===== config.mk =====
export PLATFORM = sky130hd
export DESIGN_NAME = excalibur_inventory_ctrl_flat
export DESIGN_NICKNAME = d
export VERILOG_FILES = /design/src/rtl/excalibur_inventory_ctrl_if.sv /design/src/rtl/excalibur_inventory_ctrl.sv /design/src/flat_wrapper.sv
export SDC_FILE = /design/constraint.sdc
export NUM_CORES = 1
export LEC_CHECK = 0
export BUFFER_PORTS_ARGS = -buffer_cell sky130_fd_sc_hd__buf_2
export CORE_MARGIN = 4
export CORE_UTILIZATION = 25
export CTS_BUF_LIST = sky130_fd_sc_hd__clkbuf_16
export DETAILED_ROUTE_END_ITERATION = 8
export PLACE_DENSITY = 0.44
export SYNTH_ARGS = -nofsm -noshare
export SYNTH_HDL_FRONTEND = slang
export SYNTH_SLANG_ARGS = --single-unit

===== constraint.sdc =====
create_clock -name Clk -period 3.66 [get_ports Clk]
set_input_delay 0 -clock Clk [delete_from_list [all_inputs] [get_ports Clk]]
set_output_delay 0 -clock Clk [all_outputs]
set_load 0.005 [all_outputs]

===== src/rtl/excalibur_inventory_ctrl_if.sv =====
// ---------------------------------------------------------------------------
// excalibur_inventory_ctrl_if
//
// Purpose: groups the game-logic / overlay signals of the Excalibur
// inventory controller into one bundle.
//
// Signals:
//   frame_tick            game -> ctrl  one-cycle pulse per video frame
//   game_clear            game -> ctrl  synchronous clear of count and FSM
//   pickup                game -> ctrl  one-cycle pulse, add one charge
//   use_req               game -> ctrl  level request to spend a charge
//   use_grant             ctrl -> game  one-cycle pulse, a charge was spent
//   Excalibur_icon_number ctrl -> ovl   current charge count (2 bits)
//   Excalibur_icon_exist  ctrl -> ovl   icon overlay enable
//   cooldown_active       ctrl -> game  high while uses are blocked
//   count_full            ctrl -> game  count is at its saturation limit
//
// Modports: master = game logic side, slave = the controller.
// ---------------------------------------------------------------------------
interface excalibur_inventory_ctrl_if;
  logic       frame_tick;
  logic       game_clear;
  logic       pickup;
  logic       use_req;
  logic       use_grant;
  logic [1:0] Excalibur_icon_number;
  logic       Excalibur_icon_exist;
  logic       cooldown_active;
  logic       count_full;

  modport master (
    output frame_tick, game_clear, pickup, use_req,
    input  use_grant, Excalibur_icon_number, Excalibur_icon_exist,
           cooldown_active, count_full
  );

  modport slave (
    input  frame_tick, game_clear, pickup, use_req,
    output use_grant, Excalibur_icon_number, Excalibur_icon_exist,
           cooldown_active, count_full
  );
endinterface


===== src/rtl/excalibur_inventory_ctrl.sv =====
// ---------------------------------------------------------------------------
// excalibur_inventory_ctrl
//
// Purpose: owns the player's Excalibur charge count, accepts pickups and use
// requests, enforces a frame-tick cooldown between uses and drives the icon
// overlay inputs. All outputs are registered.
//
// Ports:
//   Clk    single system/pixel clock
//   Reset  asynchronous, active-high reset
//   bus    excalibur_inventory_ctrl_if.slave (see interface file)
//
// Parameters:
//   MAX_COUNT        saturation limit of the count (1..3)
//   INIT_COUNT       count loaded on reset and game_clear (<= MAX_COUNT)
//   COOLDOWN_FRAMES  frame ticks spent in COOLDOWN after a grant (1..1023)
//   BLINK_FRAMES     blink half-period in frame ticks (blink build only)
//
// Build option: define EXC_BLINK_EN to blink the icon during cooldown.
// ---------------------------------------------------------------------------
module excalibur_inventory_ctrl #(
  parameter int MAX_COUNT       = 3,
  parameter int INIT_COUNT      = 0,
  parameter int COOLDOWN_FRAMES = 30,
  parameter int BLINK_FRAMES    = 8
) (
  input  logic                       Clk,
  input  logic                       Reset,
  excalibur_inventory_ctrl_if.slave  bus
);

  localparam int         CD_W    = $clog2(COOLDOWN_FRAMES + 1);
  localparam logic [1:0] MAX_C   = 2'(MAX_COUNT);
  localparam logic [1:0] INIT_C  = 2'(INIT_COUNT);
  localparam logic [CD_W-1:0] CD_LOAD = CD_W'(COOLDOWN_FRAMES);

  // Elaboration-time guard against parameter sets the 2-bit count or the
  // cooldown counter cannot represent.
  if (MAX_COUNT < 1 || MAX_COUNT > 3 || INIT_COUNT < 0 ||
      INIT_COUNT > MAX_COUNT || COOLDOWN_FRAMES < 1 ||
      COOLDOWN_FRAMES > 1023 || BLINK_FRAMES < 1) begin : g_bad_params
    $error("excalibur_inventory_ctrl: illegal parameter set");
  end

  typedef enum logic {READY, COOLDOWN} state_t;

  state_t          state, state_next;
  logic [1:0]      count, count_next;
  logic [CD_W-1:0] cd_cnt, cd_next;
  logic            grant_q, grant_next;
  logic            exist_q, exist_next;
  logic            full_q;
  logic            accept;

  // Next-state logic. game_clear wins over everything; otherwise a use is
  // accepted only from READY with a charge available, and a simultaneous
  // pickup cancels the decrement so the count is unchanged net. The tick
  // that lands on the grant edge is ignored because the state is still
  // READY then; the tick that takes the counter from 1 to 0 re-opens READY.
  always_comb begin
    state_next = state;
    count_next = count;
    cd_next    = cd_cnt;
    grant_next = 1'b0;
    accept     = (state == READY) && bus.use_req && (count != 2'd0) &&
                 !bus.game_clear;

    if (bus.game_clear) begin
      state_next = READY;
      count_next = INIT_C;
      cd_next    = '0;
    end else begin
      if (accept && !bus.pickup) begin
        count_next = count - 2'd1;
      end else if (!accept && bus.pickup && (count != MAX_C)) begin
        count_next = count + 2'd1;
      end

      if (accept) begin
        grant_next = 1'b1;
        state_next = COOLDOWN;
        cd_next    = CD_LOAD;
      end else if ((state == COOLDOWN) && bus.frame_tick) begin
        cd_next = cd_cnt - CD_W'(1);
        if (cd_cnt == CD_W'(1)) begin
          state_next = READY;
        end
      end
    end
  end

`ifdef EXC_BLINK_EN
  localparam int BL_W = $clog2(BLINK_FRAMES + 1);

  logic [BL_W-1:0] blink_cnt, blink_cnt_next;
  logic            blink_on, blink_on_next;

  // Blink phase generator. It is held at zero/low whenever the controller is
  // in READY or is just entering COOLDOWN, so every cooldown starts with the
  // icon dark at the grant edge and toggles every BLINK_FRAMES ticks.
  always_comb begin
    blink_cnt_next = blink_cnt;
    blink_on_next  = blink_on;
    if ((state == READY) || (state_next == READY)) begin
      blink_cnt_next = '0;
      blink_on_next  = 1'b0;
    end else if (bus.frame_tick) begin
      if (blink_cnt == BL_W'(BLINK_FRAMES - 1)) begin
        blink_cnt_next = '0;
        blink_on_next  = ~blink_on;
      end else begin
        blink_cnt_next = blink_cnt + BL_W'(1);
      end
    end
  end

  // Icon is shown whenever charges exist, except during the dark half of
  // the cooldown blink.
  always_comb begin
    exist_next = (count_next != 2'd0) &&
                 ((state_next == READY) || blink_on_next);
  end

  always_ff @(posedge Clk or posedge Reset) begin
    if (Reset) begin
      blink_cnt <= '0;
      blink_on  <= 1'b0;
    end else begin
      blink_cnt <= blink_cnt_next;
      blink_on  <= blink_on_next;
    end
  end
`else
  // Without blinking the icon simply mirrors whether any charge is held.
  always_comb begin
    exist_next = (count_next != 2'd0);
  end
`endif

  // State and output registers; reset mirrors the game_clear values.
  always_ff @(posedge Clk or posedge Reset) begin
    if (Reset) begin
      state   <= READY;
      count   <= INIT_C;
      cd_cnt  <= '0;
      grant_q <= 1'b0;
      exist_q <= (INIT_C != 2'd0);
      full_q  <= (INIT_C == MAX_C);
    end else begin
      state   <= state_next;
      count   <= count_next;
      cd_cnt  <= cd_next;
      grant_q <= grant_next;
      exist_q <= exist_next;
      full_q  <= (count_next == MAX_C);
    end
  end

  assign bus.use_grant             = grant_q;
  assign bus.Excalibur_icon_number = count;
  assign bus.Excalibur_icon_exist  = exist_q;
  assign bus.cooldown_active       = (state == COOLDOWN);
  assign bus.count_full            = full_q;

endmodule


===== src/flat_wrapper.sv =====
// flat-port wrapper written by rule: the top's interface ports become plain ports
module excalibur_inventory_ctrl_flat 
#(
  parameter int MAX_COUNT       = 3,
  parameter int INIT_COUNT      = 0,
  parameter int COOLDOWN_FRAMES = 30,
  parameter int BLINK_FRAMES    = 8
)
  (Clk, Reset, bus_frame_tick, bus_game_clear, bus_pickup, bus_use_req, bus_use_grant, bus_Excalibur_icon_number, bus_Excalibur_icon_exist, bus_cooldown_active, bus_count_full);
  excalibur_inventory_ctrl_if bus_i ();
  input  logic Clk;
  input  logic Reset;
  input wire logic [$bits(bus_i.frame_tick)-1:0] bus_frame_tick;
  input wire logic [$bits(bus_i.game_clear)-1:0] bus_game_clear;
  input wire logic [$bits(bus_i.pickup)-1:0] bus_pickup;
  input wire logic [$bits(bus_i.use_req)-1:0] bus_use_req;
  output wire logic [$bits(bus_i.use_grant)-1:0] bus_use_grant;
  output wire logic [$bits(bus_i.Excalibur_icon_number)-1:0] bus_Excalibur_icon_number;
  output wire logic [$bits(bus_i.Excalibur_icon_exist)-1:0] bus_Excalibur_icon_exist;
  output wire logic [$bits(bus_i.cooldown_active)-1:0] bus_cooldown_active;
  output wire logic [$bits(bus_i.count_full)-1:0] bus_count_full;
  assign bus_i.frame_tick = bus_frame_tick;
  assign bus_i.game_clear = bus_game_clear;
  assign bus_i.pickup = bus_pickup;
  assign bus_i.use_req = bus_use_req;
  assign bus_use_grant = bus_i.use_grant;
  assign bus_Excalibur_icon_number = bus_i.Excalibur_icon_number;
  assign bus_Excalibur_icon_exist = bus_i.Excalibur_icon_exist;
  assign bus_cooldown_active = bus_i.cooldown_active;
  assign bus_count_full = bus_i.count_full;
  excalibur_inventory_ctrl #(.MAX_COUNT(MAX_COUNT), .INIT_COUNT(INIT_COUNT), .COOLDOWN_FRAMES(COOLDOWN_FRAMES), .BLINK_FRAMES(BLINK_FRAMES)) u_core (.Clk(Clk), .Reset(Reset), .bus(bus_i));
endmodule

[After elaboration in Yosys (flattened, before gate mapping)]
Index checks and enable logic that the tools add are counted.
Word-level totals
  flip-flop bits (word level): 11
  bits of input ports: 6
Operators by class
  add/subtract/negate cells: 3
  eq/ne operators: 3
  mux-type cells: 12
  bitwise gates (word level): 1
  reduce and logical (&&, ||, !) cells: 15
Operators by type and width (count)
  2-to-1 mux 5 bit: 3
  logical AND 1 bit: 7
  2-to-1 mux 1 bit: 6
  2-to-1 mux 2 bit: 3
  nonzero test 3 bit: 2
  == test 5 x 1 -> 1 bit, second input constant: 1
  subtractor 5 x 1 -> 5 bit, second input constant: 1
  nonzero test 2 bit: 2
  zero test 1 bit: 3
  adder 2 x 1 -> 2 bit, second input constant: 1
  == test 2 bit, second input constant: 1
  inequality test 2 bit, second input constant: 1
  AND reduction 2 bit: 1
  subtractor 2 x 1 -> 2 bit, second input constant: 1
  NOT 1 bit: 1

[Longest topological paths before layout]
Gate-level depths: netlist of the first run.
  depth after elaboration: 11
  mapped depth: 8
  mapped depth without buffers: 7

[Least setup slack after synthesis of the first run]
OpenSTA, ideal clock, no wires.
  path kind: register -> register
  start: register u_core.count[0] (netlist: u_core.bus.Excalibur_icon_number[0])
  end: register u_core.full_q (netlist: u_core.bus.count_full)
  library setup time: 0.072 ns
  data arrival time: 1.875 ns
  required time: 3.588 ns
  setup slack: 1.714 ns
  stages on the path, launching flop included: 8
  buffers on the path: 1
  clock period less this slack: 1.946 ns
  cells stage by stage: dfrtp_1 > inv_1 > ha_1 > or4b_4 > buf_6 > mux2_4 > mux2i_4 > nor2_1
Between the ends
  word-level cells in the longest chain between the ends: 10
RTL lines
  start: declaration: line excalibur_inventory_ctrl.sv:48  | logic [1:0] count, count_next;
  start signal: assignment: line excalibur_inventory_ctrl.sv:151  | count <= count_next;
  nonzero test 2 bit: line excalibur_inventory_ctrl.sv:65  | accept = (state == READY) && bus.use_req && (count != 2'd0) &&
  logical AND 1 bit (2 in series): line excalibur_inventory_ctrl.sv:65
  zero test 1 bit: line excalibur_inventory_ctrl.sv:75  | end else if (!accept && bus.pickup && (count != MAX_C)) begin
  logical AND 1 bit (2 in series): line excalibur_inventory_ctrl.sv:75
  2-to-1 mux 2 bit: line excalibur_inventory_ctrl.sv:75
  2-to-1 mux 2 bit (*): line excalibur_inventory_ctrl.sv:73  | if (accept && !bus.pickup) begin
  2-to-1 mux 2 bit (*): line excalibur_inventory_ctrl.sv:68  | if (bus.game_clear) begin
  == test 2 bit (*): line excalibur_inventory_ctrl.sv:155  | full_q <= (count_next == MAX_C);
  end signal: assignment: line excalibur_inventory_ctrl.sv:148  | full_q <= (INIT_C == MAX_C);
  end signal: assignment: line excalibur_inventory_ctrl.sv:155
  end: declaration: line excalibur_inventory_ctrl.sv:52  | logic full_q;
Mark *: on every way between the ends. The rest lies on a longest branch, timed or not.
A chain may end at the register's enable or synchronous reset.

[Final worst setup path of the first run]
  start: register u_core.count[0] (netlist: u_core.bus.Excalibur_icon_number[0])
  end: register u_core.exist_q (netlist: u_core.bus.Excalibur_icon_exist)
Between the ends
  word-level cells in the longest chain between the ends: 10
RTL lines
  nonzero test 2 bit: line excalibur_inventory_ctrl.sv:65
  logical AND 1 bit (2 in series): line excalibur_inventory_ctrl.sv:65
  zero test 1 bit: line excalibur_inventory_ctrl.sv:75
  logical AND 1 bit (2 in series): line excalibur_inventory_ctrl.sv:75
  2-to-1 mux 2 bit: line excalibur_inventory_ctrl.sv:75
  2-to-1 mux 2 bit (*): line excalibur_inventory_ctrl.sv:73
  2-to-1 mux 2 bit (*): line excalibur_inventory_ctrl.sv:68
  nonzero test 2 bit (*): line excalibur_inventory_ctrl.sv:136  | exist_next = (count_next != 2'd0);
  via u_core.exist_next: line excalibur_inventory_ctrl.sv:51  | logic exist_q, exist_next;
  end signal: assignment: line excalibur_inventory_ctrl.sv:147  | exist_q <= (INIT_C != 2'd0);
  end signal: assignment: line excalibur_inventory_ctrl.sv:154  | exist_q <= exist_next;
  end: declaration: line excalibur_inventory_ctrl.sv:51
Mark *: on every way through the listed nets, which the timed path passes. The rest lies on a longest branch.

==> results of run 1 <==
[synthesized netlist by cell type, drive strengths merged, types with 2 or more instances]
| cell type | n |
|---|---|
| o21ai | 3 |
| nor3 | 3 |
| nor2 | 6 |
| inv | 9 |
| a21oi | 6 |
| ha | 4 |
| a21o | 2 |
| dfrtp | 11 |
| nand3 | 2 |
| nand2 | 5 |
| buf | 2 |
[layout make-up]
type                            count  share of cell area, %
Clock inverter                      1                  0.482
Inverter                            9                   4.34
Clock buffer                        3                   9.65
Tap cell                           28                   4.50
Timing Repair Buffer               12                   8.36
Multi-Input combinational cell     41                   37.3
Sequential cell                    11                   35.4
[registers in the layout (all words and copies together) (netlist names)]
signal	flops
u_core.bus.count_full	1
u_core.bus.use_grant	1
u_core.cd_cnt	5
u_core.bus.Excalibur_icon_number	2
u_core.bus.Excalibur_icon_exist	1
u_core.bus.cooldown_active	1
[metal layers]
metal	global-route usage, %	wire length, um	vias to the layer above	share of wire, %
met5	0	0	-	0
met4	2.98	0	0	0
met3	5.12	97	0	7.8
met2	13.5	588	11	47
met1	9.57	554	231	45
li1	-	-	238	-
[through the flow]
stage | hold WS, ns | util [%]
final | 0.0693 | 33.9
after global routing | 0.0874 | 33.9
after CTS | 0.0665 | 33.9
after detailed placement | 0.0223 | 30.0
after global placement | 0.0240 | 30.0
after floorplan | -0.148 | -
[critical path, stage by stage, from the launching register on]
cell	delay [ns]
sky130_fd_sc_hd__dfrtp_1	0.38
sky130_fd_sc_hd__inv_1	0.08
sky130_fd_sc_hd__ha_1	0.20
sky130_fd_sc_hd__or4b_4	0.59
sky130_fd_sc_hd__mux2_4	0.34
sky130_fd_sc_hd__mux2i_4	0.19
sky130_fd_sc_hd__nand2_1	0.08
[logic make-up after synthesis]
family | count (synthesis) | synth area share, %
simple gates | 19 | 15.3
compound gates | 14 | 14.5
buf+inv | 11 | 9.05
flops | 11 | 44.3
fa+ha+maj | 4 | 8.05
xor+xnor | 2 | 2.82
mux | 2 | 6.04
[where the power goes]
part           switching (mW)  internal (mW)
combinational          0.0735         0.0654
clock                  0.0497          0.143
sequential             0.0229          0.151
total                   0.146          0.359
[worst max path at each step]
stage,startpoint,endpoint,slack [ns]
final,u_core.bus.Excalibur_icon_number[0],u_core.bus.Excalibur_icon_exist,1.67
after global routing,u_core.bus.Excalibur_icon_number[1],u_core.bus.Excalibur_icon_exist,1.58
after floorplan,u_core.bus.Excalibur_icon_number[0],u_core.bus.count_full,1.71
after CTS,u_core.bus.Excalibur_icon_number[0],u_core.bus.Excalibur_icon_exist,1.64
after detailed placement,u_core.bus.Excalibur_icon_number[0],u_core.bus.Excalibur_icon_exist,1.65
after global placement,u_core.bus.Excalibur_icon_number[0],u_core.bus.Excalibur_icon_exist,1.68
[repair_timing]
action	in CTS	in global routing
hold endpoints to repair	11	0
hold buffers	1	0
resized for setup	0	0
==> run_results.csv, run 1 <==
group,metric,value,unit
final_layout,finish.cell_count_without_fillers,105,
logic_synthesis,yosysTopAreaCellShare,44.3,%
cts,cts_buffers,3,
logic_synthesis,avg_synthesized_cell_area,9.87,um^2
sta,final_hold_viol_count,0,
logic_synthesis,synth.cell_area,622,um^2
grt,globalRoute.totalOverflow,0,
grt,grt_pass1_wl,2090,um
die,placeableCoreArea,2300,um^2
final_layout,antenna_cells_inserted,0,
placement,hpwlAfterDp,959,um
grt,grt_start_max_net_pins,12,
die,die_area,3350,um^2
setup_path,worst-r2r-setup-slack,1.67,ns
pwr,fin_total_pwr,505,uW
cts,tritoncts,"done",
grt,track_usage,8.59,%
drt,drt_pass1_iterations,2,
status,run_status,"finished, final reports clean",
die,die_height,57.9,um
setup_path,worst_setup_path_end_kind,"flop",
die,row_count,17,
logic_synthesis,ys_top_cells_by_area,"sky130_fd_sc_hd__dfrtp_1 (44%), sky130_fd_sc_hd__ha_1 (8.0%), sky130_fd_sc_hd__inv_1 (5.4%), sky130_fd_sc_hd__a21oi_1 (4.8%), sky130_fd_sc_hd__buf_6 (3.6%)",
cts,clock_tree.root_cell,"sky130_fd_sc_hd__clkbuf_16",
grt,grt_pass1_vias,469,
run,maxCapViolations,0,
sta,clock_skew,0.00147,ns
setup_path,cp-start-kind,"flop",
logic_synthesis,synth_edf_count,0,
sta,setup_violations,0,
hold_path,timing.hold.worst.class,"input pin to flop",
die,io_pins,12,
placement,post-place-ws,1.65,ns
pwr,pwr_density_cell,649,nW/um^2
final_layout,layout-area-overhead-vs-synth,25.2,%
final_layout,layout_cells_sized_above_1,26.0,%
setup_path,crit-reg2reg-launch,"u_core.bus.Excalibur_icon_number[0]",
final_layout,multi_input_gate_area,290,um^2
hold_path,hold_end,"u_core.cd_cnt[2]",
sta,final_worst_path_cycle_share,54.3,%
logic_synthesis,syn-num-nets,73,
setup_path,crit_path_kind,"flop to flop",
final_layout,final_cell_mix,"sky130_fd_sc_hd__buf_2 (11), sky130_fd_sc_hd__dfrtp_1 (11), sky130_fd_sc_hd__inv_1 (10), sky130_fd_sc_hd__nor2_1 (6), sky130_fd_sc_hd__a21oi_1 (6)",
sta,slew-limit-headroom,71.5,%
placement,globalplace.congestion,0.736,
setup_path,cp_max_fo,8,
logic_synthesis,synth_seq_cells,11,
hold_path,worstHoldStart,"bus_game_clear",
logic_synthesis,synth.yosys.seq_area_share,44.3,%
sta,fmaxAchievable,503,MHz
drt,totalWireLength,1240,um
final_layout,regArea,275,um^2
sta,finalSetupTns,0,ns
logic_synthesis,synth.yosys.warnings,0,
drt,remaining_number_of_nets_flagged_by_the_antenna_check_after_routing,0,
cts,clock_latency,0.23,ns
logic_synthesis,synth.lib_cells_used.distinct,21,
sta,rsz0062_at_grt,"false",
drt,vias_per_cell,4.57,
logic_synthesis,ys_dominant_reg_cell,"sky130_fd_sc_hd__dfrtp_1",
drt,drt_first_iter_violations,4,
cts,htree_num_levels,1,
logic_synthesis,synth_top_cell_by_area,"sky130_fd_sc_hd__dfrtp_1",
final_layout,layout.filler_cells,250,
logic_synthesis,ys_async_sr_fraction,100,%
logic_synthesis,synthesis.instances,63,
pwr,cellLeakagePower,0.407,nW
placement,port-buffer-count,11,
drt,wirelength_per_cell,11.8,um
die,start_util,27.1,%
sta,timing.final.max_slew_violations,0,
setup_path,worst-r2r-cell-count,6,
final_layout,post-route-cell-area,778,um^2
cts,clock_path_buffers,2,
hold_path,worst_hold_path.num_cells,2,
grt,grt_antenna_before_repair,0,
placement,placed_cells,100,
sta,final_worst_setup_slack,1.67,ns
die,die_wd,57.9,um
placement,postPlaceCellArea,689,um^2
setup_path,arrival,2.10,ns
sta,final.min_clock_period,1.99,ns
setup_path,worst-endpoint-required,3.77,ns
cts,cts_setup_buffers,0,
cts,worst_setup_hold_path_clk_slew,0.04,ns
drt,dr_total_vias,480,
final_layout,layout.nets,88,
cts,clock_sink_count,11,
drt,drc_errors,0,
setup_path,r2r_end,"u_core.bus.Excalibur_icon_exist",
sta,worst_slew_pin_slew,0.426,ns
pwr,power.ir.vdd_worst,0.331,mV
Note: power is estimated with default switching activity, not from simulation.
==> run 2: changes to the inputs <==
Settings changed: ABC_AREA set to 1, PLACE_DENSITY 0.44 to 0.46.
Clock period 3.66 ns to 1.6 ns, I/O delays scaled along.
==> run 2 against run 1 <==
Against the previous run:
- global-route usage is 0.19 points higher
- wire length hardly changed
- largest power group unchanged
- cell count is 14% higher
- clock power is 130% higher
- core utilization is 0.54 points lower
- critical path type unchanged
- total power is 110% higher
- non-clock buffer count stayed put
- first-iteration DRC count grew to 8.0 times the previous value
- area after synthesis is 2.4% higher
==> run_results.csv, run 2 <==
group,metric,value,unit
logic_synthesis,synth.cell_area,637,um^2
logic_synthesis,avg_synthesized_cell_area,8.61,um^2
logic_synthesis,ys_dominant_reg_cell,"sky130_fd_sc_hd__dfrtp_1",
grt,grt_antenna_before_repair,0,
placement,postPlaceCellArea,729,um^2
cts,cts_setup_buffers,0,
drt,remaining_number_of_nets_flagged_by_the_antenna_check_after_routing,0,
drt,vias_per_cell,4.48,
logic_synthesis,post_synth_fa_ha_maj_area_fraction,7.86,%
setup_path,cp_max_fo,4,
final_layout,max_flop_register,"u_core.cd_cnt",
final_layout,layout.nets,101,
logic_synthesis,yosysTopAreaCellShare,43.2,%
die,io_pins,12,
die,placeableCoreArea,2450,um^2
sta,hold_ws,0.0841,ns
grt,globalRoute.totalOverflow,0,
grt,grt_start_max_net_pins,12,
cts,clock_path_buffers,2,
sta,final.min_clock_period,1.43,ns
grt,grt_pass1_wl,2240,um
setup_path,worst-r2r-setup-slack,0.17,ns
setup_path,worst_setup_path_end_kind,"flop",
setup_path,crit-reg2reg-launch,"u_core.bus.Excalibur_icon_number[0]",
setup_path,cp_top_family,"simple AND/OR/NAND/NOR gates",
die,die_height,58.5,um
grt,grt_pass1_vias,540,
drt,wirelength_per_cell,10.3,um
final_layout,layout.filler_cells,260,
final_layout,finish.utilization,33.3,%
setup_path,crit_path_kind,"flop to flop",
sta,timing.final.max_slew_violations,0,
pwr,cellLeakagePower,0.461,nW
setup_path,timing.critical_path.slowest_cell_delay,0.38,ns
die,start_util,25.9,%
sta,worst_slew_pin_slew,0.418,ns
cts,htree_num_levels,1,
setup_path,worst-endpoint-required,1.72,ns
logic_synthesis,combinational_family_with_the_most_area_after_synthesis,"simple AND/OR/NAND/NOR gates",
setup_path,crit_path_start,"u_core.bus.Excalibur_icon_number[0]",
sta,final_worst_path_cycle_share,89.1,%
sta,rsz0062_at_grt,"false",
final_layout,final_cell_mix,"sky130_fd_sc_hd__inv_1 (15), sky130_fd_sc_hd__nand2_1 (11), sky130_fd_sc_hd__buf_2 (11), sky130_fd_sc_hd__dfrtp_1 (11)",
run,maxCapViolations,0,
final_layout,post-route-cell-area,818,um^2
setup_path,arrival,1.55,ns
logic_synthesis,synth_seq_cells,11,
setup_path,depth_of_the_critical_timing_path_with_buffers_and_inverters_included,8,
grt,track_usage,8.79,%
placement,post-place-ws,0.161,ns
placement,port-buffer-count,11,
setup_path,r2r_end,"u_core.bus.Excalibur_icon_exist",
final_layout,antenna_cells_inserted,0,
logic_synthesis,synth_edf_count,0,
final_layout,layout.cells.most_common,"sky130_fd_sc_hd__inv_1",
setup_path,worst_setup_path_endpoint,"u_core.bus.Excalibur_icon_exist",
setup_path,timing.critical_path.mode_cell,"sky130_fd_sc_hd__inv_1",
cts,post_cts_resized,0,
sta,fmaxAchievable,701,MHz
pwr,pwr_density_cell,1320,nW/um^2
placement,globalplace.congestion,0.881,
setup_path,timing.critical_path.buf_inv,2,
sta,setup_violations,0,
logic_synthesis,ys_async_sr_fraction,100,%
logic_synthesis,synth.yosys.seq_area_share,43.2,%
logic_synthesis,xor_and_xnor_fraction_of_the_mapped_netlist_area,1.38,%
logic_synthesis,leading_post_synthesis_cells_by_instance_count,"sky130_fd_sc_hd__inv_1 (14), sky130_fd_sc_hd__dfrtp_1 (11), sky130_fd_sc_hd__nand2_1 (11)",
cts,tritoncts,"done",
drt,dr_total_vias,537,
logic_synthesis,synth.lib_cells_used.distinct,20,
drt,totalWireLength,1240,um
drt,drt_first_iter_violations,32,
drt,drc_errors,0,
logic_synthesis,ys_top_cells_by_area,"sky130_fd_sc_hd__dfrtp_1 (43%), sky130_fd_sc_hd__inv_1 (8.3%), sky130_fd_sc_hd__ha_1 (7.9%), sky130_fd_sc_hd__nand2_1 (6.5%), sky130_fd_sc_hd__nand3_1 (6.3%)",
cts,ctsHoldBuffers,1,
status,run_status,"finished, final reports clean",
setup_path,cp-start-kind,"flop",
hold_path,timing.hold.worst.class,"input pin to flop",
logic_synthesis,synth_compound_area_share,10.2,%
logic_synthesis,synthesis.instances,74,
setup_path,critical-path-slowest-cell,"sky130_fd_sc_hd__dfrtp_1",
cts,clock_tree.root_cell,"sky130_fd_sc_hd__clkbuf_16",
logic_synthesis,synth.yosys.warnings,0,
die,row_count,18,
pwr,power.ir.vdd_worst,1.06,mV
cts,clock_latency,0.23,ns
setup_path,critical_path.cell_chain,"inv_1 -> ha_1 -> nor2_8 -> nand3_1 -> o21ai_1 -> inv_1 -> nand2_2 -> nand2_1",
sta,finalSetupTns,0,ns
sta,clock_skew,0.00107,ns
sta,final_hold_viol_count,0,
logic_synthesis,synth_mux_area_share,0,%
placement,hpwlAfterDp,960,um
drt,drt_pass1_iterations,4,
logic_synthesis,synth_top_cell_by_area,"sky130_fd_sc_hd__dfrtp_1",
final_layout,layout-area-overhead-vs-synth,28.5,%
die,die_wd,58.5,um
die,die_area,3420,um^2
sta,final_worst_setup_slack,0.174,ns
logic_synthesis,synth_simple_gate_area_share,27.9,%
setup_path,worst-r2r-cell-count,8,
cts,worst_setup_hold_path_clk_slew,0.04,ns
logic_synthesis,syn-num-nets,84,
final_layout,layout_cells_sized_above_1,26.7,%
final_layout,largest_register_ff_count,5,
cts,clock_sink_count,11,
cts,cts_buffers,3,
sta,slew-limit-headroom,72.1,%
logic_synthesis,synth_most_common_cell,"sky130_fd_sc_hd__inv_1",
## run 2: power by group
group	leakage, nW	switching, mW	total, mW	internal [mW]
logic	0.274	0.167	0.276	0.108
registers	0.145	0.0352	0.365	0.329
clock network	0.0423	0.112	0.439	0.327
## run 2: layer usage
metal / share of wire [%] / global-route usage [%] / wire (um)
met4: 1.5 / 4.30 / 18
met1: 46 / 10.6 / 565
met5: 0 / 0 / 0
met3: 8.2 / 4.61 / 101
met2: 45 / 12.8 / 554
## run 2: how the worst min path moves through the flow
stage | startpoint | end | depth (start not counted)
5_1_grt | bus_frame_tick | u_core.cd_cnt[0] | 3
6_report | bus_frame_tick | u_core.cd_cnt[0] | 3
2_1_floorplan | Reset | u_core.bus.Excalibur_icon_exist | 1
3_3_place_gp | Reset | u_core.cd_cnt[1] | 2
3_5_place_dp | Reset | u_core.cd_cnt[1] | 2
4_1_cts | bus_frame_tick | u_core.cd_cnt[0] | 3
## run 2: cells by family after synthesis
group                      count (synthesis)
adders and majority gates                  4
buffers and inverters                     16
AOI/OAI and AO/OA                         12
DFF                                       11
xor gates and xnor gates                   1
and+or+nand+nor                           30
## run 2: layout make-up
cell class	count	area, um^2	area share [%]
flip-flops and latches	11	275	33.6
well taps	30	37.5	4.59
repair buffers	12	65.1	7.95
clock buffers	3	75.1	9.17
clock inverters	1	3.75	0.459
inverters	16	60.1	7.34
multi-input cells	47	302	36.9
## run 2: worst register-to-register path, cell delays in order (launching register included)
cell	delay [ns]
sky130_fd_sc_hd__dfrtp_1	0.38
sky130_fd_sc_hd__inv_1	0.07
sky130_fd_sc_hd__ha_1	0.26
sky130_fd_sc_hd__nor2_8	0.13
sky130_fd_sc_hd__nand3_1	0.14
sky130_fd_sc_hd__o21ai_1	0.15
sky130_fd_sc_hd__inv_1	0.06
sky130_fd_sc_hd__nand2_2	0.08
sky130_fd_sc_hd__nand2_1	0.05
## run 2: stage by stage
stage / instances / total power, mW
CTS: 120 / 1.09
global route: 120 / 1.16
floorplan: 74 / 0.568
global placement: 115 / 0.645
detailed placement: 115 / 0.637
finish: 120 / 1.08
==> run 3: changes to the inputs <==
Settings changed: PLACE_DENSITY 0.46 to 0.48, REMOVE_ABC_BUFFERS set to 1.
==> run 3 against run 2 <==
Against the previous run:
- clock-buffer cell count stayed put
- core utilization is 0.20 points higher
- hold slack hardly changed
- cell area is 0.61% higher
- first-iteration DRC count is 78% lower
- critical path type unchanged
- critical endpoint is now u_core.bus.count_full
- largest cell class unchanged
- largest power group unchanged
- highest routed layer unchanged
==> run_results.csv, run 3 (synthesis results as in run 2) <==
group,metric,value,unit
drt,vias_per_cell,4.36,
drt,drt_first_iter_violations,7,
final_layout,layout_cells_sized_above_1,27.8,%
placement,port-buffer-count,11,
pwr,fin_total_pwr,1.10,mW
grt,globalRoute.totalOverflow,0,
pwr,cellLeakagePower,0.461,nW
cts,clock_tree.root_cell,"sky130_fd_sc_hd__clkbuf_16",
setup_path,r2r_end,"u_core.bus.count_full",
final_layout,layout.cells.most_common,"sky130_fd_sc_hd__inv_1",
setup_path,worst-r2r-cell-count,9,
die,io_pins,12,
die,die_height,58.5,um
sta,final_worst_path_cycle_share,88.5,%
sta,final_hold_viol_count,0,
hold_path,worst_hold_path.num_cells,3,
drt,wirelength_per_cell,10.8,um
die,placeableCoreArea,2450,um^2
sta,clock_skew,0.00117,ns
setup_path,arrival,1.59,ns
final_layout,antenna_cells_inserted,0,
run,maxCapViolations,0,
sta,rsz0062_at_grt,"false",
sta,hold_ws,0.0837,ns
pwr,pwr_density_cell,1330,nW/um^2
die,die_area,3420,um^2
cts,worst_setup_hold_path_clk_slew,0.04,ns
drt,drt_pass1_iterations,4,
pwr,power.ir.vdd_worst,0.732,mV
sta,finalSetupTns,0,ns
final_layout,layout-area-overhead-vs-synth,29.3,%
setup_path,crit_path_start,"u_core.bus.Excalibur_icon_number[0]",
sta,slew-limit-headroom,71.9,%
setup_path,worst_setup_path_end_kind,"flop",
grt,grt_pass1_vias,513,
grt,track_usage,9.52,%
placement,globalplace.congestion,0.824,
setup_path,cp_max_fo,9,
final_layout,largest_register_ff_count,5,
final_layout,layout.nets,101,
cts,tritoncts,"done",
drt,remaining_number_of_nets_flagged_by_the_antenna_check_after_routing,0,
placement,postPlaceCellArea,729,um^2
sta,fmaxAchievable,706,MHz
grt,grt_antenna_before_repair,0,
setup_path,worst-r2r-setup-slack,0.18,ns
sta,worst_slew_pin_slew,0.422,ns
cts,cts_buffers,3,
die,start_util,25.9,%
cts,clock_latency,0.24,ns
cts,clock_path_buffers,2,
cts,htree_num_levels,1,
cts,clock_sink_count,11,
final_layout,max_flop_register,"u_core.cd_cnt",
drt,totalWireLength,1290,um
status,run_status,"finished, final reports clean",
die,die_wd,58.5,um
sta,final.min_clock_period,1.42,ns
setup_path,worst-endpoint-required,1.78,ns
drt,dr_total_vias,523,
hold_path,worstHoldStart,"bus_frame_tick",
setup_path,crit_path_kind,"flop to flop",
die,row_count,18,
setup_path,crit-reg2reg-launch,"u_core.bus.Excalibur_icon_number[0]",
cts,cts_setup_buffers,0,
sta,setup_violations,0,
placement,hpwlAfterDp,978,um
drt,drc_errors,0,
grt,grt_pass1_wl,2300,um
grt,grt_start_max_net_pins,12,
sta,timing.final.max_slew_violations,0,
hold_path,hold_end,"u_core.cd_cnt[0]",
setup_path,cp-start-kind,"flop",
final_layout,final_cell_mix,"sky130_fd_sc_hd__inv_1 (15), sky130_fd_sc_hd__nand2_1 (11), sky130_fd_sc_hd__buf_2 (11), sky130_fd_sc_hd__dfrtp_1 (11), sky130_fd_sc_hd__o21ai_1 (8)",
final_layout,post-route-cell-area,823,um^2
hold_path,timing.hold.worst.class,"input pin to flop",
==> run 3: cell count changes in the layout (fill, tap and decap cells not counted) <==
cell	previous run	this run
sky130_fd_sc_hd__nand3_1	8	7
sky130_fd_sc_hd__nand3_2	1	2
==> run 3: per-stage QoR <==
stage | util, % | setup WS [ns] | cells
after detailed placement | 29.7 | 0.152 | 115
after floorplan | - | 0.250 | 74
final | 33.5 | 0.184 | 120
after global placement | 29.7 | 0.190 | 115
after global routing | 33.5 | 0.0455 | 120
after CTS | 33.3 | 0.142 | 120
==> run 3: area by class of cell <==
type,instances,area [um^2]
Fill cell,247,1630
Multi-Input combinational cell,47,307
Sequential cell,11,275
Clock buffer,3,75.1
Timing Repair Buffer,12,65.1
Inverter,16,60.1
Tap cell,30,37.5
Clock inverter,1,3.75
==> run 3: timing repair <==
item,4_1_cts,5_1_grt
hold buffers,1,0
endpoints found under the hold margin,11,0
setup endpoints to repair,0,2
gates resized for setup,0,1
==> run 3: power breakdown <==
part / internal (mW) / total (mW) / switching (mW)
Sequential: 0.329 / 0.362 / 0.0328
Clock: 0.329 / 0.460 / 0.131
Combinational: 0.109 / 0.274 / 0.165
Total: 0.767 / 1.10 / 0.329
==> run 3: routing by layer <==
metal | routed length, um | GRT usage (%) | up-vias | part of all wire [%]
met2 | 536 | 12.6 | 17 | 41
met5 | 0 | 0 | - | 0
met1 | 608 | 11.4 | 230 | 47
met4 | 49 | 6.95 | 0 | 3.8
met3 | 98 | 5.26 | 5 | 7.6
li1 | - | - | 271 | -
==> run 3: worst max-delay path, stage by stage, from the launching register on <==
cell and delay [ns]:
sky130_fd_sc_hd__dfrtp_1 0.38, sky130_fd_sc_hd__inv_1 0.08, sky130_fd_sc_hd__ha_1 0.26, sky130_fd_sc_hd__nor2_8 0.14
sky130_fd_sc_hd__nand2_4 0.10, sky130_fd_sc_hd__nand2_4 0.08, sky130_fd_sc_hd__nand2_1 0.04, sky130_fd_sc_hd__nand2_1 0.06
sky130_fd_sc_hd__nand3_2 0.10, sky130_fd_sc_hd__nor2_2 0.11
==> run 3: worst max-delay path by stage <==
stage                                      end  cells past startpoint  slack [ns]
2_1_floorplan  u_core.bus.Excalibur_icon_exist                      8        0.25
3_3_place_gp   u_core.bus.Excalibur_icon_exist                      8        0.19
3_5_place_dp   u_core.bus.Excalibur_icon_exist                      8        0.15
4_1_cts        u_core.bus.Excalibur_icon_exist                      8        0.14
5_1_grt        u_core.bus.Excalibur_icon_exist                      8        0.05
6_report                 u_core.bus.count_full                      9        0.18
